File: src/rtl/slc3_regfile_cc_if.sv
// Register-file bus for slc3_regfile_cc: datapath/ISDU controls, read ports,
// condition codes and the register-dump stream to the debug display.
interface slc3_regfile_cc_if #(
    parameter int WIDTH  = 16,
    parameter int N_REGS = 8
);
    localparam int IDX_W = $clog2(N_REGS);

    logic             LD_REG;
    logic [IDX_W-1:0] DR;
    logic [WIDTH-1:0] D_in;
    logic [IDX_W-1:0] SR1;
    logic [IDX_W-1:0] SR2;
    logic [WIDTH-1:0] SR1_out;
    logic [WIDTH-1:0] SR2_out;
    logic             LD_CC;
    logic [WIDTH-1:0] CC_in;
    logic             LD_BEN;
    logic [2:0]       IR_nzp;
    logic [2:0]       nzp;
    logic             BEN;
    logic             dump_start;
    logic             dump_ready;
    logic             dump_valid;
    logic [IDX_W-1:0] dump_idx;
    logic [WIDTH-1:0] dump_data;
    logic             dump_busy;
    logic             dump_done;

    modport master (
        output LD_REG, DR, D_in, SR1, SR2, LD_CC, CC_in, LD_BEN, IR_nzp,
               dump_start, dump_ready,
        input  SR1_out, SR2_out, nzp, BEN,
               dump_valid, dump_idx, dump_data, dump_busy, dump_done
    );

    modport slave (
        input  LD_REG, DR, D_in, SR1, SR2, LD_CC, CC_in, LD_BEN, IR_nzp,
               dump_start, dump_ready,
        output SR1_out, SR2_out, nzp, BEN,
               dump_valid, dump_idx, dump_data, dump_busy, dump_done
    );
endinterface

File: src/rtl/slc3_regfile_cc.sv
// SLC-3 register file with NZP/BEN logic and a handshaked register-dump sequencer.
// Define REGFILE_BYPASS_EN to forward same-cycle write data to the read and dump ports.
module slc3_regfile_cc #(
    parameter int WIDTH  = 16,
    parameter int N_REGS = 8
) (
    input  logic               Clk,
    input  logic               Reset,
    slc3_regfile_cc_if.slave   rf
);
    localparam int IDX_W = $clog2(N_REGS);
    localparam logic [IDX_W-1:0] LAST_IDX = IDX_W'(N_REGS - 1);

    typedef enum logic [1:0] {
        S_IDLE,
        S_SEND,
        S_DONE
    } dump_state_t;

    logic [WIDTH-1:0] regs [N_REGS];
    logic [2:0]       nzp_q;
    logic             ben_q;
    dump_state_t      state_q, state_d;
    logic [IDX_W-1:0] idx_q, idx_d;
    logic             dump_valid, dump_busy, dump_done;

    function automatic logic [2:0] cc_decode(input logic [WIDTH-1:0] v);
        if (v[WIDTH-1])
            return 3'b100;
        else if (v == '0)
            return 3'b010;
        else
            return 3'b001;
    endfunction

    // NOTE: the array is reset in a loop, so it maps to flops rather than a RAM
    // macro; that is intended, the architectural reset state is all zeros.
    always_ff @(posedge Clk) begin
        if (Reset) begin
            for (int i = 0; i < N_REGS; i++)
                regs[i] <= '0;
        end else if (rf.LD_REG) begin
            regs[rf.DR] <= rf.D_in;
        end
    end

    // NOTE: non-blocking updates are what make BEN see the pre-edge nzp when
    // LD_CC and LD_BEN fire in the same cycle.
    always_ff @(posedge Clk) begin
        if (Reset) begin
            nzp_q <= 3'b010;
            ben_q <= 1'b0;
        end else begin
            if (rf.LD_CC)
                nzp_q <= cc_decode(rf.CC_in);
            if (rf.LD_BEN)
                ben_q <= |(nzp_q & rf.IR_nzp);
        end
    end

    always_ff @(posedge Clk) begin
        if (Reset) begin
            state_q <= S_IDLE;
            idx_q   <= '0;
        end else begin
            state_q <= state_d;
            idx_q   <= idx_d;
        end
    end

    // NOTE: every output of this block is defaulted first so no path infers a latch.
    always_comb begin
        state_d    = state_q;
        idx_d      = idx_q;
        dump_valid = 1'b0;
        dump_busy  = 1'b0;
        dump_done  = 1'b0;
        case (state_q)
            S_IDLE: begin
                if (rf.dump_start) begin
                    state_d = S_SEND;
                    idx_d   = '0;
                end
            end
            S_SEND: begin
                dump_valid = 1'b1;
                dump_busy  = 1'b1;
                if (rf.dump_ready) begin
                    if (idx_q == LAST_IDX) begin
                        state_d = S_DONE;
                        idx_d   = '0;
                    end else begin
                        idx_d = IDX_W'(idx_q + 1);
                    end
                end
            end
            S_DONE: begin
                dump_busy = 1'b1;
                dump_done = 1'b1;
                idx_d     = '0;
                state_d   = S_IDLE;
            end
            default: begin
                state_d = S_IDLE;
                idx_d   = '0;
            end
        endcase
    end

`ifdef REGFILE_BYPASS_EN
    assign rf.SR1_out   = (rf.LD_REG && rf.SR1 == rf.DR) ? rf.D_in : regs[rf.SR1];
    assign rf.SR2_out   = (rf.LD_REG && rf.SR2 == rf.DR) ? rf.D_in : regs[rf.SR2];
    assign rf.dump_data = (rf.LD_REG && idx_q == rf.DR) ? rf.D_in : regs[idx_q];
`else
    assign rf.SR1_out   = regs[rf.SR1];
    assign rf.SR2_out   = regs[rf.SR2];
    assign rf.dump_data = regs[idx_q];
`endif

    assign rf.nzp        = nzp_q;
    assign rf.BEN        = ben_q;
    assign rf.dump_idx   = idx_q;
    assign rf.dump_valid = dump_valid;
    assign rf.dump_busy  = dump_busy;
    assign rf.dump_done  = dump_done;
endmodule

File: src/flat_wrapper.sv
// flat-port wrapper written by rule: the top's interface ports become plain ports
module slc3_regfile_cc_flat 
#(
    parameter int WIDTH  = 16,
    parameter int N_REGS = 8
)
  (Clk, Reset, rf_LD_REG, rf_DR, rf_D_in, rf_SR1, rf_SR2, rf_LD_CC, rf_CC_in, rf_LD_BEN, rf_IR_nzp, rf_dump_start, rf_dump_ready, rf_SR1_out, rf_SR2_out, rf_nzp, rf_BEN, rf_dump_valid, rf_dump_idx, rf_dump_data, rf_dump_busy, rf_dump_done);
  slc3_regfile_cc_if #(.WIDTH(WIDTH), .N_REGS(N_REGS)) rf_i ();
  input  logic Clk;
  input  logic Reset;
  input wire logic [$bits(rf_i.LD_REG)-1:0] rf_LD_REG;
  input wire logic [$bits(rf_i.DR)-1:0] rf_DR;
  input wire logic [$bits(rf_i.D_in)-1:0] rf_D_in;
  input wire logic [$bits(rf_i.SR1)-1:0] rf_SR1;
  input wire logic [$bits(rf_i.SR2)-1:0] rf_SR2;
  input wire logic [$bits(rf_i.LD_CC)-1:0] rf_LD_CC;
  input wire logic [$bits(rf_i.CC_in)-1:0] rf_CC_in;
  input wire logic [$bits(rf_i.LD_BEN)-1:0] rf_LD_BEN;
  input wire logic [$bits(rf_i.IR_nzp)-1:0] rf_IR_nzp;
  input wire logic [$bits(rf_i.dump_start)-1:0] rf_dump_start;
  input wire logic [$bits(rf_i.dump_ready)-1:0] rf_dump_ready;
  output wire logic [$bits(rf_i.SR1_out)-1:0] rf_SR1_out;
  output wire logic [$bits(rf_i.SR2_out)-1:0] rf_SR2_out;
  output wire logic [$bits(rf_i.nzp)-1:0] rf_nzp;
  output wire logic [$bits(rf_i.BEN)-1:0] rf_BEN;
  output wire logic [$bits(rf_i.dump_valid)-1:0] rf_dump_valid;
  output wire logic [$bits(rf_i.dump_idx)-1:0] rf_dump_idx;
  output wire logic [$bits(rf_i.dump_data)-1:0] rf_dump_data;
  output wire logic [$bits(rf_i.dump_busy)-1:0] rf_dump_busy;
  output wire logic [$bits(rf_i.dump_done)-1:0] rf_dump_done;
  assign rf_i.LD_REG = rf_LD_REG;
  assign rf_i.DR = rf_DR;
  assign rf_i.D_in = rf_D_in;
  assign rf_i.SR1 = rf_SR1;
  assign rf_i.SR2 = rf_SR2;
  assign rf_i.LD_CC = rf_LD_CC;
  assign rf_i.CC_in = rf_CC_in;
  assign rf_i.LD_BEN = rf_LD_BEN;
  assign rf_i.IR_nzp = rf_IR_nzp;
  assign rf_i.dump_start = rf_dump_start;
  assign rf_i.dump_ready = rf_dump_ready;
  assign rf_SR1_out = rf_i.SR1_out;
  assign rf_SR2_out = rf_i.SR2_out;
  assign rf_nzp = rf_i.nzp;
  assign rf_BEN = rf_i.BEN;
  assign rf_dump_valid = rf_i.dump_valid;
  assign rf_dump_idx = rf_i.dump_idx;
  assign rf_dump_data = rf_i.dump_data;
  assign rf_dump_busy = rf_i.dump_busy;
  assign rf_dump_done = rf_i.dump_done;
  slc3_regfile_cc #(.WIDTH(WIDTH), .N_REGS(N_REGS)) u_core (.Clk(Clk), .Reset(Reset), .rf(rf_i));
endmodule
File: config.mk
export PLATFORM = sky130hd
export DESIGN_NAME = slc3_regfile_cc_flat
export DESIGN_NICKNAME = d
export VERILOG_FILES = /design/src/rtl/slc3_regfile_cc_if.sv /design/src/rtl/slc3_regfile_cc.sv /design/src/flat_wrapper.sv
export SDC_FILE = /design/constraint.sdc
export NUM_CORES = 1
export LEC_CHECK = 0
export ABC_AREA = 1
export CORE_ASPECT_RATIO = 0.75
export CORE_UTILIZATION = 58
export DETAILED_ROUTE_END_ITERATION = 10
export HOLD_SLACK_MARGIN = 0.03
export PLACE_DENSITY = 0.83
export SETUP_SLACK_MARGIN = 0.05
export SLEW_MARGIN = 10
export SYNTH_ARGS = -nofsm -noshare
export SYNTH_HDL_FRONTEND = slang
export SYNTH_SLANG_ARGS = --single-unit
File: constraint.sdc
create_clock -name Clk -period 3.15 [get_ports Clk]
set_input_delay 0.63 -clock Clk [delete_from_list [all_inputs] [get_ports Clk]]
set_output_delay 0.63 -clock Clk [all_outputs]
set_load 0.05 [all_outputs]
==> run_summary.xml <==
<?xml version="1.0" encoding="UTF-8"?>
<metrics>
  <group name="critical_path">
    <metric name="timing.setup.critical_path_class" unit="">flip-flop to output pin</metric>
    <metric name="timing.critical_path.slowest_stage_cell" unit="">sky130_fd_sc_hd__dfxtp_2</metric>
    <metric name="critical_path_required" unit="ns">2.52</metric>
    <metric name="setup_slack_on_the_worst_flop_to_flop_path" unit="ns">1.74</metric>
    <metric name="endpoint_of_the_worst_setup_timing_path" unit="">rf_dump_data[3]</metric>
    <metric name="crit_arrival" unit="ns">2.08</metric>
    <metric name="maximum_net_fanout_on_the_critical_path" unit="">43</metric>
    <metric name="path_delay_family" unit="">flip-flops</metric>
    <metric name="path_cells" unit="">buf_12, a21oi_1, o21ai_0, nand3_1, and2_1, buf_12</metric>
    <metric name="r2r_start" unit="">u_core.state_q[1]$_SDFFE_PP0P_</metric>
    <metric name="timing.critical_path.buf_inv" unit="">2</metric>
    <metric name="cp-end-kind" unit="">output pin</metric>
    <metric name="max_stage_delay" unit="ns">0.62</metric>
    <metric name="cp_num_cells" unit="">6</metric>
    <metric name="reg2reg_depth" unit="">9</metric>
    <metric name="reg2reg_to" unit="">u_core.state_q[1]$_SDFFE_PP0P_</metric>
    <metric name="cp-start-kind" unit="">flip-flop</metric>
    <metric name="top_cell_by_count_worst_path" unit="">sky130_fd_sc_hd__buf_12</metric>
  </group>
  <group name="grt">
    <metric name="gr-usage-all-layers" unit="">0.3708</metric>
    <metric name="residual_overflow_from_global_routing" unit="">0</metric>
    <metric name="grt_pass1_vias" unit="">7668</metric>
    <metric name="globalRouteMet3Util" unit="">0.09389</metric>
    <metric name="grtUsageMet1" unit="">0.4927</metric>
    <metric name="grt_start_max_net_pins" unit="">129</metric>
    <metric name="grt.busiest_layer" unit="">met2</metric>
    <metric name="grt_use_met2" unit="">0.5843</metric>
    <metric name="initial_antenna_violation_count" unit="">0</metric>
    <metric name="grt_first_pass_wirelength" unit="mm">41.94</metric>
  </group>
  <group name="yosys">
    <metric name="ys_top_cells_by_area" unit="">sky130_fd_sc_hd__edfxtp_1, sky130_fd_sc_hd__o211ai_1, sky130_fd_sc_hd__nor2_1</metric>
    <metric name="post-synth-top-area-fraction" unit="">0.4425</metric>
    <metric name="yosys.cell_types.count" unit="">20</metric>
    <metric name="synth_sequential_area_ratio" unit="">0.4701</metric>
    <metric name="postSynthAreaPerCell" unit="um^2">8.242</metric>
    <metric name="syn_nets" unit="">1112</metric>
    <metric name="syn-instance-count" unit="">1054</metric>
    <metric name="post_synth_instance_area" unit="um^2">8687</metric>
    <metric name="yosys_warnings" unit="">0</metric>
    <metric name="yosysTopAreaCell" unit="">sky130_fd_sc_hd__edfxtp_1</metric>
    <metric name="synth.ff_latch_count" unit="">140</metric>
  </group>
  <group name="placement">
    <metric name="port_buffers" unit="">108</metric>
    <metric name="placed_cell_area" unit="um^2">10310</metric>
    <metric name="dp_hpwl" unit="mm">17.61</metric>
    <metric name="place_congestion" unit="">0.9092</metric>
    <metric name="pre_cts_setup_slack" unit="ns">0.2963</metric>
  </group>
  <group name="sta">
    <metric name="period_minus_slack" unit="ns">2.710</metric>
    <metric name="grt_setup_unrepaired" unit="">false</metric>
    <metric name="fmaxAchievable" unit="GHz">0.3690</metric>
    <metric name="final_min_period_over_clock_period" unit="">0.8602</metric>
    <metric name="clock-skew-final" unit="ns">0.006368</metric>
    <metric name="finalMaxSlewViolations" unit="">0</metric>
    <metric name="timing.slew.headroom" unit="">0.3967</metric>
    <metric name="timing.final.ws_setup" unit="ns">0.4403</metric>
    <metric name="fin_hold_ws" unit="ns">0.4915</metric>
    <metric name="final_hold_viol_count" unit="">0</metric>
    <metric name="tightest_slew" unit="ns">0.9039</metric>
    <metric name="setup_viol" unit="">0</metric>
    <metric name="totalNegativeSetupSlack" unit="ns">0</metric>
  </group>
  <group name="layout">
    <metric name="finalInstanceArea" unit="um^2">10870</metric>
    <metric name="layout_commonest_cell" unit="">sky130_fd_sc_hd__nor2_1</metric>
    <metric name="fin_util" unit="">0.7471</metric>
    <metric name="top_library_cells_by_usage_in_the_layout_fill_and_taps_aside" unit="">sky130_fd_sc_hd__nor2_1, sky130_fd_sc_hd__nand2_1, sky130_fd_sc_hd__edfxtp_1, sky130_fd_sc_hd__a21oi_1, sky130_fd_sc_hd__nand3_1</metric>
    <metric name="nNetsFinal" unit="">1182</metric>
    <metric name="area_growth_from_synthesis_to_layout" unit="%">25.12</metric>
    <metric name="antennaDiodeCount" unit="">0</metric>
    <metric name="fraction_of_final_layout_cells_with_drive_strength_greater_than_1" unit="">0.1064</metric>
  </group>
  <group name="power">
    <metric name="power.ir.vdd_worst" unit="mV">0.4613</metric>
    <metric name="leakage" unit="nW">4.247</metric>
    <metric name="seq_power_share" unit="">0.368</metric>
    <metric name="share_clk_of_total_power" unit="">0.318</metric>
    <metric name="comb_power_share" unit="">0.314</metric>
    <metric name="p_sw" unit="mW">2.112</metric>
    <metric name="pwr_density_cell" unit="nW/um^2">563.7</metric>
    <metric name="switching_share" unit="">0.3447</metric>
    <metric name="cellInternalPower" unit="mW">4.015</metric>
  </group>
  <group name="floorplan">
    <metric name="die-area" unit="um^2">15480</metric>
    <metric name="row_count" unit="">38</metric>
    <metric name="die_h" unit="um">108.0</metric>
    <metric name="initial_core_utilization" unit="">0.5971</metric>
    <metric name="die_width" unit="um">143.3</metric>
    <metric name="core_area" unit="um^2">14550</metric>
    <metric name="num_io_pins" unit="">109</metric>
  </group>
  <group name="route">
    <metric name="viasPerCell" unit="">6.341</metric>
    <metric name="wire_per_inst" unit="um">20.84</metric>
    <metric name="postRouteAntennaNets" unit="">0</metric>
    <metric name="first_pass_iters" unit="">6</metric>
    <metric name="via_count" unit="">8478</metric>
    <metric name="drt_iter0_drc" unit="">1587</metric>
    <metric name="finalWirelength" unit="mm">27.86</metric>
    <metric name="drc" unit="">0</metric>
  </group>
  <group name="outcome">
    <metric name="status" unit="">complete, no violations</metric>
  </group>
  <group name="cts">
    <metric name="cts_hold_buffers" unit="">0</metric>
    <metric name="htree_levels" unit="">4</metric>
    <metric name="worst_setup_hold_path_clk_slew" unit="ns">0.07</metric>
    <metric name="clock_buffers_created_by_tritoncts" unit="">17</metric>
    <metric name="cts_tree" unit="">yes</metric>
    <metric name="ctsLongestPathBuffers" unit="">2</metric>
    <metric name="numClockSinks" unit="">140</metric>
    <metric name="buffer_cell_driving_the_clock_tree_root" unit="">sky130_fd_sc_hd__clkbuf_16</metric>
    <metric name="cts.repair_timing.setup_buffer_count" unit="">0</metric>
    <metric name="ctsResizeCount" unit="">0</metric>
    <metric name="clock_latency_of_the_later_clocked_register_in_the_worst_skew_pair" unit="ns">0.43</metric>
  </group>
  <group name="run">
    <metric name="maxCapViolations" unit="">0</metric>
  </group>
  <group name="worst_hold_path">
    <metric name="timing.hold.worst.class" unit="">flip-flop to flip-flop</metric>
  </group>
</metrics>
[worst min-delay path by stage]
stage	depth (start not counted)	end	start	slack (ns)
floorplan	2	u_core.state_q[1]$_SDFFE_PP0P_	u_core.state_q[1]$_SDFFE_PP0P_	0.46
global placement	2	u_core.state_q[1]$_SDFFE_PP0P_	u_core.state_q[1]$_SDFFE_PP0P_	0.48
detailed placement	2	u_core.state_q[1]$_SDFFE_PP0P_	u_core.state_q[1]$_SDFFE_PP0P_	0.49
CTS	2	u_core.state_q[1]$_SDFFE_PP0P_	u_core.state_q[1]$_SDFFE_PP0P_	0.50
global route	2	u_core.state_q[1]$_SDFFE_PP0P_	u_core.state_q[1]$_SDFFE_PP0P_	0.54
finish	2	u_core.state_q[1]$_SDFFE_PP0P_	u_core.state_q[1]$_SDFFE_PP0P_	0.49
[kinds of logic (layout without fill, tap and decap cells)]
kind of cell,Yosys count,count (layout),synth area share
AOI/OAI and AO/OA,298,298,0.1998
and+or+nand+nor,431,431,0.2260
adders and majority gates,7,7,0.01008
DFF,140,140,0.4701
buffers and inverters,178,261,0.09405
[flip-flops by register name (all words and copies together), names as in the netlist, named ones only]
signal / count
u_core.regs: 128
u_core.rf.dump_idx: 3
u_core.rf.nzp: 3
u_core.state_q: 2
u_core.rf.BEN: 1
[worst reg2reg max path, cell delays in order (launching register included)]
cell                      delay (ns)
sky130_fd_sc_hd__dfxtp_1        0.35
sky130_fd_sc_hd__inv_1          0.09
sky130_fd_sc_hd__ha_1           0.25
sky130_fd_sc_hd__nand2_1        0.09
sky130_fd_sc_hd__nand2_1        0.09
sky130_fd_sc_hd__inv_1          0.12
sky130_fd_sc_hd__nand2_1        0.10
sky130_fd_sc_hd__inv_1          0.08
sky130_fd_sc_hd__nand2_1        0.05
sky130_fd_sc_hd__a21oi_1        0.11
[cells in the mapped netlist (all sizes together)]
cell type and n:
dfxtp 12, nand3 100, ha 7, a41oi 1, a21oi 103, and2 48, o21ai 98, edfxtp 128
buf 65, o211ai 96, nor2 146, inv 96, clkbuf 17, nand2 137
[final cells by class]
class	instances	area (um^2)
Sequential cell	140	4089
Multi-Input combinational cell	736	3786
Fill cell	1009	3680
Timing Repair Buffer	133	1822
Clock buffer	21	450.4
Inverter	96	360.3
Tap cell	200	250.2
Clock inverter	11	111.4
[power by group through the flow]
stage	registers (mW)	logic (mW)	clock network [mW]
final	2.26	1.92	1.95
after global routing	2.26	2.03	2.02
after CTS	2.25	1.90	1.93
after detailed placement	2.28	1.89	0
after global placement	2.28	1.86	0
after floorplan	2.26	1.13	0
[layer usage]
layer | share of wire | vias up | wire length, um
met5 | 0 | - | 0
met4 | 0.037 | 0 | 1037
met3 | 0.15 | 123 | 4279
met2 | 0.45 | 739 | 12490
met1 | 0.36 | 3839 | 10050
li1 | - | 3777 | -
[stage by stage]
stage | cells | total power [mW]
5_1_grt | 1337 | 6.311
2_1_floorplan | 1054 | 3.398
6_report | 1337 | 6.127
3_5_place_dp | 1305 | 4.173
4_1_cts | 1337 | 6.081
3_3_place_gp | 1305 | 4.139
(Power assumes the default switching activity.)
